## src/rtl/image_loader_if.sv

```systemverilog
// ---------------------------------------------------------------------------
// image_loader_if
//
// Groups the pixel stream handshake and the image-memory write bus of the
// image loader into one bundle.
//
//   pix_valid  sender -> loader   pixel offered
//   pix_ready  loader -> sender   loader accepts pixel
//   pix_data   sender -> loader   8-bit unsigned intensity
//   pix_last   sender -> loader   sender's end-of-frame marker
//   mem_addr   loader -> memory   16-bit write address
//   mem_data   loader -> memory   32-bit signed fixed-point pixel word
//   mem_we     loader -> memory   write enable
//
// Modports:
//   master : the pixel source / memory observer side (e.g. a testbench)
//   slave  : the image loader itself
// ---------------------------------------------------------------------------
interface image_loader_if;
    logic        pix_valid;
    logic        pix_ready;
    logic [7:0]  pix_data;
    logic        pix_last;
    logic [15:0] mem_addr;
    logic [31:0] mem_data;
    logic        mem_we;

    modport master (
        output pix_valid,
        output pix_data,
        output pix_last,
        input  pix_ready,
        input  mem_addr,
        input  mem_data,
        input  mem_we
    );

    modport slave (
        input  pix_valid,
        input  pix_data,
        input  pix_last,
        output pix_ready,
        output mem_addr,
        output mem_data,
        output mem_we
    );
endinterface

```

## src/rtl/image_loader.sv

```systemverilog
// ---------------------------------------------------------------------------
// image_loader
//
// Receives a frame of N_PIXELS 8-bit pixels over a valid/ready stream,
// converts each pixel to a 32-bit signed fixed-point word and writes it to
// the image memory one cycle after acceptance. When the last pixel of a
// frame has been written, the loader pulses nn_start, waits for nn_done and
// latches the network's class index into result.
//
// Parameters:
//   N_PIXELS   pixels per frame (default 784)
//   FRAC_BITS  fractional bits of the stored pixel word, 8..23 (default 8)
//   THRESH     binarization threshold, only meaningful with the
//              IMAGE_LOADER_BINARIZE_EN build option (default 128)
//
// Build option:
//   IMAGE_LOADER_BINARIZE_EN  when defined, each stored word is 1.0 in
//                             fixed point (1 << FRAC_BITS) for pixels at or
//                             above THRESH and 0 otherwise. When undefined,
//                             the pixel is zero-extended and shifted left by
//                             FRAC_BITS-8.
//
// Ports:
//   clk           single clock, rising edge
//   reset         synchronous, active-high
//   bus           image_loader_if.slave: pixel stream + memory write bus
//   nn_start      one-cycle start pulse to the network
//   nn_done       network completion (honoured only while waiting)
//   nn_argmax     class index reported by the network
//   result        latched class index
//   result_valid  result belongs to the most recent completed frame
//   busy          inference in flight (KICK or WAIT)
//   frame_error   one-cycle pulse: pix_last arrived before the frame was full
// ---------------------------------------------------------------------------
module image_loader #(
    parameter int N_PIXELS  = 784,
    parameter int FRAC_BITS = 8,
    parameter int THRESH    = 128
) (
    input  logic                 clk,
    input  logic                 reset,
    image_loader_if.slave        bus,
    output logic                 nn_start,
    input  logic                 nn_done,
    input  logic [3:0]           nn_argmax,
    output logic [3:0]           result,
    output logic                 result_valid,
    output logic                 busy,
    output logic                 frame_error
);

    localparam int          DATA_W   = 8;
    localparam int          WORD_W   = 32;
    localparam int          CNT_W    = 16;
    localparam logic [CNT_W-1:0] LAST_IDX = CNT_W'(N_PIXELS - 1);

    // Elaboration-time sanity checks on the configuration.
    if (FRAC_BITS < 8 || FRAC_BITS > 23) begin : g_bad_frac_bits
        $error("image_loader: FRAC_BITS must be within 8..23");
    end
    if (THRESH < 0 || THRESH > 256) begin : g_bad_thresh
        $error("image_loader: THRESH must be within 0..256");
    end
    if (N_PIXELS < 1 || N_PIXELS > 65536) begin : g_bad_npixels
        $error("image_loader: N_PIXELS must be within 1..65536");
    end

    // -----------------------------------------------------------------------
    // Pixel conversion
    // -----------------------------------------------------------------------
    function automatic logic signed [WORD_W-1:0] to_fixed(
        input logic [DATA_W-1:0] pix
    );
`ifdef IMAGE_LOADER_BINARIZE_EN
        logic signed [WORD_W-1:0] one;
        one = 32'sd1 <<< FRAC_BITS;
        return (int'(pix) >= THRESH) ? one : 32'sd0;
`else
        logic signed [WORD_W-1:0] ext;
        // Zero extension keeps the word non-negative before the shift.
        ext = $signed({{(WORD_W - DATA_W){1'b0}}, pix});
        return ext <<< (FRAC_BITS - DATA_W);
`endif
    endfunction

    // -----------------------------------------------------------------------
    // Control state
    // -----------------------------------------------------------------------
    typedef enum logic [1:0] {
        LOAD = 2'd0,
        KICK = 2'd1,
        WAIT = 2'd2
    } state_t;

    state_t           state;
    state_t           state_nxt;
    logic [CNT_W-1:0] cnt;
    logic             load_done;   // last pixel accepted, its write is in flight
    logic             accept;
    logic             at_last;
    logic             done_seen;

    // load_done holds off pix_ready for the cycle in which the final write
    // is presented, so KICK starts only after the frame is in memory.
    assign bus.pix_ready = (state == LOAD) && !load_done;
    assign accept        = bus.pix_valid && bus.pix_ready;
    assign at_last       = (cnt == LAST_IDX);
    assign done_seen     = (state == WAIT) && nn_done;

    assign nn_start = (state == KICK);
    assign busy     = (state == KICK) || (state == WAIT);

    always_ff @(posedge clk) begin
        if (reset) begin
            state <= LOAD;
        end else begin
            state <= state_nxt;
        end
    end

    always_comb begin
        state_nxt = state;
        case (state)
            LOAD: begin
                if (load_done) begin
                    state_nxt = KICK;
                end
            end
            KICK: begin
                state_nxt = WAIT;
            end
            WAIT: begin
                if (nn_done) begin
                    state_nxt = LOAD;
                end
            end
            default: begin
                state_nxt = LOAD;
            end
        endcase
    end

    // -----------------------------------------------------------------------
    // Frame bookkeeping: pixel counter, error pulse, result latch
    // -----------------------------------------------------------------------
    always_ff @(posedge clk) begin
        if (reset) begin
            cnt          <= '0;
            load_done    <= 1'b0;
            frame_error  <= 1'b0;
            result       <= '0;
            result_valid <= 1'b0;
        end else begin
            load_done   <= accept && at_last;
            frame_error <= accept && bus.pix_last && !at_last;

            if (accept && !at_last) begin
                // An early pix_last abandons the frame and restarts at 0.
                cnt <= bus.pix_last ? '0 : cnt + CNT_W'(1);
            end else if (done_seen) begin
                cnt <= '0;
            end

            if (done_seen) begin
                result       <= nn_argmax;
                result_valid <= 1'b1;
            end else if (accept && (cnt == '0)) begin
                result_valid <= 1'b0;
            end
        end
    end

    // -----------------------------------------------------------------------
    // Stage p1: memory write, one cycle after acceptance
    // -----------------------------------------------------------------------
    logic                     vld_p1;
    logic [CNT_W-1:0]         addr_p1;
    logic signed [WORD_W-1:0] data_p1;

    always_ff @(posedge clk) begin
        if (reset) begin
            vld_p1 <= 1'b0;
        end else begin
            vld_p1 <= accept;
        end
    end

    always_ff @(posedge clk) begin
        if (accept) begin
            addr_p1 <= cnt;
            data_p1 <= to_fixed(bus.pix_data);
        end
    end

    assign bus.mem_we   = vld_p1;
    assign bus.mem_addr = addr_p1;
    assign bus.mem_data = data_p1;

endmodule

```

## src/flat_wrapper.sv

```systemverilog
// flat-port wrapper written by rule: the top's interface ports become plain ports
module image_loader_flat 
#(
    parameter int N_PIXELS  = 784,
    parameter int FRAC_BITS = 8,
    parameter int THRESH    = 128
)
  (clk, reset, nn_start, nn_done, nn_argmax, result, result_valid, busy, frame_error, bus_pix_valid, bus_pix_data, bus_pix_last, bus_pix_ready, bus_mem_addr, bus_mem_data, bus_mem_we);
  image_loader_if bus_i ();
  input  logic clk;
  input  logic reset;
  output logic nn_start;
  input  logic nn_done;
  input  logic [3:0] nn_argmax;
  output logic [3:0] result;
  output logic result_valid;
  output logic busy;
  output logic frame_error;
  input wire logic [$bits(bus_i.pix_valid)-1:0] bus_pix_valid;
  input wire logic [$bits(bus_i.pix_data)-1:0] bus_pix_data;
  input wire logic [$bits(bus_i.pix_last)-1:0] bus_pix_last;
  output wire logic [$bits(bus_i.pix_ready)-1:0] bus_pix_ready;
  output wire logic [$bits(bus_i.mem_addr)-1:0] bus_mem_addr;
  output wire logic [$bits(bus_i.mem_data)-1:0] bus_mem_data;
  output wire logic [$bits(bus_i.mem_we)-1:0] bus_mem_we;
  assign bus_i.pix_valid = bus_pix_valid;
  assign bus_i.pix_data = bus_pix_data;
  assign bus_i.pix_last = bus_pix_last;
  assign bus_pix_ready = bus_i.pix_ready;
  assign bus_mem_addr = bus_i.mem_addr;
  assign bus_mem_data = bus_i.mem_data;
  assign bus_mem_we = bus_i.mem_we;
  image_loader #(.N_PIXELS(N_PIXELS), .FRAC_BITS(FRAC_BITS), .THRESH(THRESH)) u_core (.clk(clk), .reset(reset), .bus(bus_i), .nn_start(nn_start), .nn_done(nn_done), .nn_argmax(nn_argmax), .result(result), .result_valid(result_valid), .busy(busy), .frame_error(frame_error));
endmodule
```

## config.mk

```make
export PLATFORM = sky130hd
export DESIGN_NAME = image_loader_flat
export DESIGN_NICKNAME = d
export VERILOG_FILES = /design/src/rtl/image_loader_if.sv /design/src/rtl/image_loader.sv /design/src/flat_wrapper.sv
export SDC_FILE = /design/constraint.sdc
export NUM_CORES = 1
export LEC_CHECK = 0
export BUFFER_PORTS_ARGS = -buffer_cell sky130_fd_sc_hd__buf_2
export CORE_AREA = 2 2 71 73
export CTS_CLUSTER_DIAMETER = 80
export DETAILED_ROUTE_END_ITERATION = 8
export DIE_AREA = 0 0 73 75
export PLACE_DENSITY = 0.95
export SETUP_SLACK_MARGIN = 0.02
export SYNTH_ARGS = -nofsm -noshare
export SYNTH_HDL_FRONTEND = slang
export SYNTH_SLANG_ARGS = --single-unit
```

## constraint.sdc

```tcl
create_clock -name clk -period 5.1 [get_ports clk]
set_clock_uncertainty 0.2 [all_clocks]
set_input_delay 0.255 -clock clk [delete_from_list [all_inputs] [get_ports clk]]
set_output_delay 0.255 -clock clk [all_outputs]
set_load 0.01 [all_outputs]
```

==> summary.md, run 1 <==
| Metric | Value |
|---|---|
| Crit path launch type | flip-flop |
| Total setup buffers inserted after CTS | 0 |
| WL per Instance | between 10 and 15 um |
| Commonest non-fill, non-tap cell in the layout | buf_2 |
| Slew HR | 31.3% |
| Max-cap violations | 0 |
| Final hold violations | 0 |
| ANT nets after route | 0 |
| Worst r2r src | u_core.state[0]$_SDFFE_PP0P_ |
| CTS resizes | 0 |
| Multi-input gate area | 1090 sq um |
| Syn Area/Cell | between 10 and 15 sq um |
| Max incr delay on CP | 770 ps |
| Leak | between 1 and 1.5 nW |
| Die ar. | 5480 sq um |
| Reg clk slew, reported paths | 80 ps |
| Reg-to-reg slack, setup | 2420 ps |
| Final wirelength | 5000 um |
| Pwr dens | 244 nW/um^2 |
| CP max stage cell | inv_1 |
| Buf+Inv Stages, Crit Path | 2 |
| Die Width | 73 um |
| Post-Syn Area | 2570 sq um |
| CP Depth | 6 |
| GR Util All Layers | 18.5% |
| Register area share after synthesis | 48.2% |
| Distinct cells, synth | 45 |
| Hold Path Origin | nn_argmax[2] |
| Yosys reg bits | 50 |
| Max IR drop VDD | 0.162 mV |
| Reg2reg end | u_core.cnt[15]$_SDFFE_PP0P_ |
| Clock root buffer | clkbuf_8 |
| Number of global-route vias before repair | 1745 |
| Clock sinks | 50 |
| Core box area | between 4000 and 5000 sq um |
| Longest Clk Path Bufs | 2 |
| DR DRC count | 0 |
| Port bufs | 50 |
| Synth Instances | about 240 |
| Tmin final | approximately 2700 ps |
| # fillers | 380 |
| Hold Path Class | in -> reg |
| Final worst slack | between 2000 and 2500 ps |
| R2r worst-path depth | 6 |
| Status | finished clean |
| HPWL Detailed | 3310 um |
| Tcrit/Tclk final | 52.5% |
| Worst Path Arrival | 2650 ps |
| Critical path origin | u_core.state[0]$_SDFFE_PP0P_ |
| Initial Util | a little under three fifths |
| Vias | 2016 |
| Most frequent cells in the layout | 50 x buf_2, 26 x dfxtp_1, 24 x conb_1, 24 x edfxtp_1, 16 x nor2_1 |
| Num CTS Buffers | 5 |
| Hold Path End | u_core.result[2]$_SDFFE_PP0P_ |
| Layout area overhead | 12.0% |
| CP Data Required Time | 5070 ps |
| DR vias/cell | between 5 and 6 |
| Family with the most delay on the worst path | buffers and inverters |
| Share of layout cells above drive strength 1 | a little over a quarter |
| Hold depth | 3 |
| IO Count | 75 |
| Sequential cell area | 1240 sq um |
| Final #Nets | 315 |
| DR iter-0 viols | roughly 190 |
| Placer Congestion | 0.803 |
| Global-route wire length before repair | 7900 um |
| Final Setup Violations | 0 |
| Tot Pwr | 703 uW |
| Antenna Diode Count | 0 |
| CTS tree | done |
| Total grt overflow | 0 |
| Critical path class | reg -> reg |
| Largest net degree at the start of global routing | 37 |
| Die height | 75 um |
| Setup TNS | 0 ps |
| Antenna violations before repair | 0 |
| Yosys warnings | 0 |
| Worst-Skew Late Latency | ~300 ps |
| RSZ-0062 raised after global routing | no |
| Crit end category | flip-flop |
| Critical path peak fanout | 27 |
| Critical Path, Cell by Cell | inv_1 > ha_1 > nand3b_4 > inv_1 > a221o_1 > o211ai_2 |
| Num rows | 25 |
| Maximum clock frequency | 374 MHz |
| Post-CTS Hold Fix Bufs | 9 |
| Pre-CTS setup slack | 2390 ps |
| Pre-Repair DR Iteration Count | 4 |
| H-tree depth | 2 |
| Slew Viols, Final | 0 |
| Least-Margin Pin Slew | around 1000 ps |
| Finished Core Util | roughly three fifths |
| Cell mode on critical path | inv_1 |
[synth_stat cells (all sizes together)]
master	count	area share, %
a211oi	1	0.29
a21boi	1	0.29
a21oi	11	2.1
a221o	1	0.39
a311oi	1	0.34
a31oi	4	0.97
a41oi	2	0.68
and3	5	1.4
and4	4	1.6
and4bb	1	0.63
buf	27	8.2
clkbuf	12	2.5
conb	1	0.15
dfxtp	26	20
edfxtp	24	28
ha	6	2.9
inv	15	2.2
mux2i	2	0.78
nand2	6	0.97
nand2b	2	0.49
nand3	15	2.9
nand3b	1	0.78
nand4	14	4.0
nand4b	7	2.4
nor2	16	2.3
nor2b	1	0.24
nor3	5	0.97
nor3b	1	0.29
nor4	6	2.6
o211ai	13	5.4
o21ai	4	1.1
o41ai	2	0.68
or2	1	0.24
or4	2	0.58
or4b	1	0.39
[logic make-up after synthesis]
| kind of cell | after synthesis | synth area share (%) |
|---|---|---|
| other | 1 | 0.146 |
| buffers and inverters | 54 | 12.9 |
| AO/OA/AOI/OAI | 40 | 12.2 |
| AND/OR/NAND/NOR | 88 | 22.8 |
| adder cells (fa/ha/maj) | 6 | 2.92 |
| flip-flops | 50 | 48.2 |
| multiplexers | 2 | 0.778 |
[through the flow]
stage	hold WS [ps]	std cells	cell area, sq um
floorplan	154	264	2660
global route	1.93	347	2880
detailed placement	234	330	2710
finish	4.36	347	2880
global placement	239	330	2710
CTS	4.01	347	2880
[worst reg2reg max path, cell delays in order (launching register included)]
cell	delay, ps
dfxtp_1	330
inv_1	100
ha_1	220
nand3b_4	150
inv_1	770
a221o_1	650
o211ai_2	120
[registers in the layout (all words and copies together) (netlist names)]
signal and count:
u_core.bus.mem_addr 16, u_core.cnt 16, u_core.bus.mem_data 8, u_core.result 4
u_core.state 2, u_core.bus.mem_we 1, u_core.frame_error 1, u_core.load_done 1
u_core.result_valid 1
[worst max-delay path by stage]
stage / to / slack (ps)
after detailed placement: u_core.cnt[15]$_SDFFE_PP0P_ / 2390
after global routing: u_core.cnt[14]$_SDFFE_PP0P_ / 2240
after floorplan: u_core.cnt[13]$_SDFFE_PP0P_ / 3010
final: u_core.cnt[15]$_SDFFE_PP0P_ / 2420
after global placement: u_core.cnt[13]$_SDFFE_PP0P_ / 2540
after CTS: u_core.cnt[15]$_SDFFE_PP0P_ / 2390
[final cells by class]
class,count,share of cell area [%]
timing repair buffer,60,12.1
multi-input combinational,160,37.7
tap,54,2.35
clock inverter,2,0.304
inverter,15,1.95
sequential,50,43.1
clock buffer,6,2.52
[where the power goes]
| group | total, mW | switching [mW] | internal, mW |
|---|---|---|---|
| clock | 0.218 | 0.123 | 0.0945 |
| combinational | 0.0544 | 0.0356 | 0.0188 |
| sequential | 0.431 | 0.00265 | 0.428 |
[per-layer routing]
metal	wire [um]	share of wire (%)	GRT usage, %	vias to the layer above
met2	2460	49	32.8	100
met1	2100	42	21.8	957
met3	380	7.6	4.69	9
met5	0	0	0	-
li1	-	-	-	950
met4	67	1.3	6.17	0
No activity file was read; power rests on OpenSTA's default activity.
==> inputs of run 2 (changes only) <==
--- a/config.mk
+++ b/config.mk
@@ -6,11 +6,11 @@
 export NUM_CORES = 1
 export LEC_CHECK = 0
 export BUFFER_PORTS_ARGS = -buffer_cell sky130_fd_sc_hd__buf_2
-export CORE_AREA = 2 2 71 73
+export CORE_AREA = 2 2 77 79
 export CTS_CLUSTER_DIAMETER = 80
 export DETAILED_ROUTE_END_ITERATION = 8
-export DIE_AREA = 0 0 73 75
-export PLACE_DENSITY = 0.95
+export DIE_AREA = 0 0 79 81
+export PLACE_DENSITY = 0.88
 export SETUP_SLACK_MARGIN = 0.02
 export SYNTH_ARGS = -nofsm -noshare
 export SYNTH_HDL_FRONTEND = slang
==> constraint.sdc (replaced) <==
create_clock -name clk -period 2.25 [get_ports clk]
set_clock_uncertainty 0.2 [all_clocks]
set_input_delay 0.1125 -clock clk [delete_from_list [all_inputs] [get_ports clk]]
set_output_delay 0.1125 -clock clk [all_outputs]
set_load 0.01 [all_outputs]
==> summary.md, run 2 (same netlist as run 1, synthesis figures left out) <==
| Metric | Value |
|---|---|
| Die height | just over 80 um |
| Hold Path End | u_core.result_valid$_SDFFE_PP0P_ |
| Final hold violations | 0 |
| Pwr dens | 569 nW/um^2 |
| Die ar. | ~6400 sq um |
| Port bufs | 50 |
| Placer Congestion | 0.885 |
| Reg2reg end | u_core.cnt[10]$_SDFFE_PP0P_ |
| Longest Clk Path Bufs | 2 |
| WL per Instance | ~15 um |
| Final wirelength | 5670 um |
| CP Data Required Time | ~2300 ps |
| Vias | 2075 |
| Reg clk slew, reported paths | 90 ps |
| Initial Util | 45.3% |
| Hold_ws | 68.8 ps |
| Antenna violations before repair | 0 |
| Share of layout cells above drive strength 1 | about 28% |
| Max IR drop VDD | 0.237 mV |
| Total grt overflow | 0 |
| Hold depth | 3 |
| Switching share of total power | roughly 22% |
| Pre-CTS setup slack | 95.4 ps |
| Finished Core Util | 54.0% |
| Largest net degree at the start of global routing | 37 |
| DR DRC count | 0 |
| Clock root buffer | clkbuf_8 |
| Final #Nets | 329 |
| Number of global-route vias before repair | 1840 |
| Global-route wire length before repair | 8830 um |
| Combinational share of power | 7.7% |
| Critical path peak fanout | 8 |
| CTS tree | done |
| GR Util All Layers | between 10% and 20% |
| Commonest non-fill, non-tap cell in the layout | buf_2 |
| Worst-Skew Late Latency | 310 ps |
| DR vias/cell | around 5.4 |
| Share of total power in the clock network | 36.2% |
| Critical path origin | u_core.cnt[0]$_SDFFE_PP0P_ |
| Pre-Repair DR Iteration Count | 5 |
| Critical path class | reg -> reg |
| Slew HR | 58.8% |
| Final worst slack | 113 ps |
| Antenna Diode Count | 0 |
| Hold Path Class | in -> reg |
| Worst Path Arrival | 2150 ps |
| HPWL Detailed | between 3000 and 4000 um |
| Core box area | 5680 sq um |
| Reg-to-reg slack, setup | around 110 ps |
| Num rows | 28 |
| Leak | 1.22 nW |
| H-tree depth | 2 |
| Tot Pwr | 1.74 mW |
| Tmin final | 2140 ps |
| Slew Viols, Final | 0 |
| R2r worst-path depth | 5 |
| IO Count | 75 |
| RSZ-0062 raised after global routing | no |
| Tcrit/Tclk final | 95.0% |
| Sequential Power Share | 56.1% |
| Most frequent cells in the layout | 50 x buf_2, 26 x dfxtp_1, 24 x conb_1, 24 x edfxtp_1, 18 x dlygate4sd3_1 |
| ANT nets after route | 0 |
| Max-cap violations | 0 |
| Crit end category | flip-flop |
| Least-Margin Pin Slew | 618 ps |
| Final Setup Violations | 0 |
| Clock sinks | 50 |
| Maximum clock frequency | ~470 MHz |
| Num CTS Buffers | 5 |
| Power Internal | about 1.4 mW |
| Status | finished clean |
| DR iter-0 viols | 192 |
| Hold Path Origin | nn_done |
| Layout area overhead | 19.1% |
| Worst r2r src | u_core.cnt[0]$_SDFFE_PP0P_ |
| Crit path launch type | flip-flop |
| Die Width | 79 um |
| Switching power | 389 uW |
| Setup TNS | 0 ps |
run 2: power groups by stage:
stage / Clock [mW] / Sequential (mW) / Combinational (mW)
final: 0.631 / 0.977 / 0.134
after global routing: 0.683 / 0.979 / 0.146
after CTS: 0.642 / 0.977 / 0.134
after detailed placement: 0 / 0.998 / 0.115
after global placement: 0 / 0.998 / 0.112
after floorplan: 0 / 1.01 / 0.0953
run 2: worst max-delay path by stage:
stage,end,slack [ps],depth (start not counted)
2_1_floorplan,u_core.cnt[13]$_SDFFE_PP0P_,160,7
3_3_place_gp,u_core.cnt[3]$_SDFFE_PP0P_,220,5
3_5_place_dp,u_core.cnt[9]$_SDFFE_PP0P_,100,5
4_1_cts,u_core.cnt[9]$_SDFFE_PP0P_,80,5
5_1_grt,u_core.cnt[10]$_SDFFE_PP0P_,40,5
6_report,u_core.cnt[10]$_SDFFE_PP0P_,110,5
run 2: layout make-up:
class,instances,area (sq um)
repair buffers,74,475
multi-input cells,160,1090
inverters,15,56.3
fillers,492,2610
well taps,75,93.8
clock buffers,6,72.6
flip-flops and latches,50,1240
clock inverters,2,37.5
run 2: worst max-delay path, stage by stage, from the launching register on:
cell,delay (ps)
dfxtp_1,370
ha_1,260
and3_4,240
and4_4,200
or4_1,480
a311oi_1,300
run 2: what timing repair did:
action                                 CTS  global route
setup buffers                            0             0
endpoints found under the hold margin   16             0
hold buffers                            18             0
gates resized for setup                  0             1
setup endpoints to repair                0             9
run 2: stage by stage:
step                      instances  cell area [sq um]
after floorplan                 264               2660
after global placement          356               2770
after detailed placement        356               2770
after CTS                       382               3060
after global routing            382               3060
final                           382               3060
run 2: routing by layer:
metal	GRT usage, %	routed length (um)
met2	31.1	2860
met1	21.0	2270
met4	8.97	115
met3	3.22	429
met5	0	0
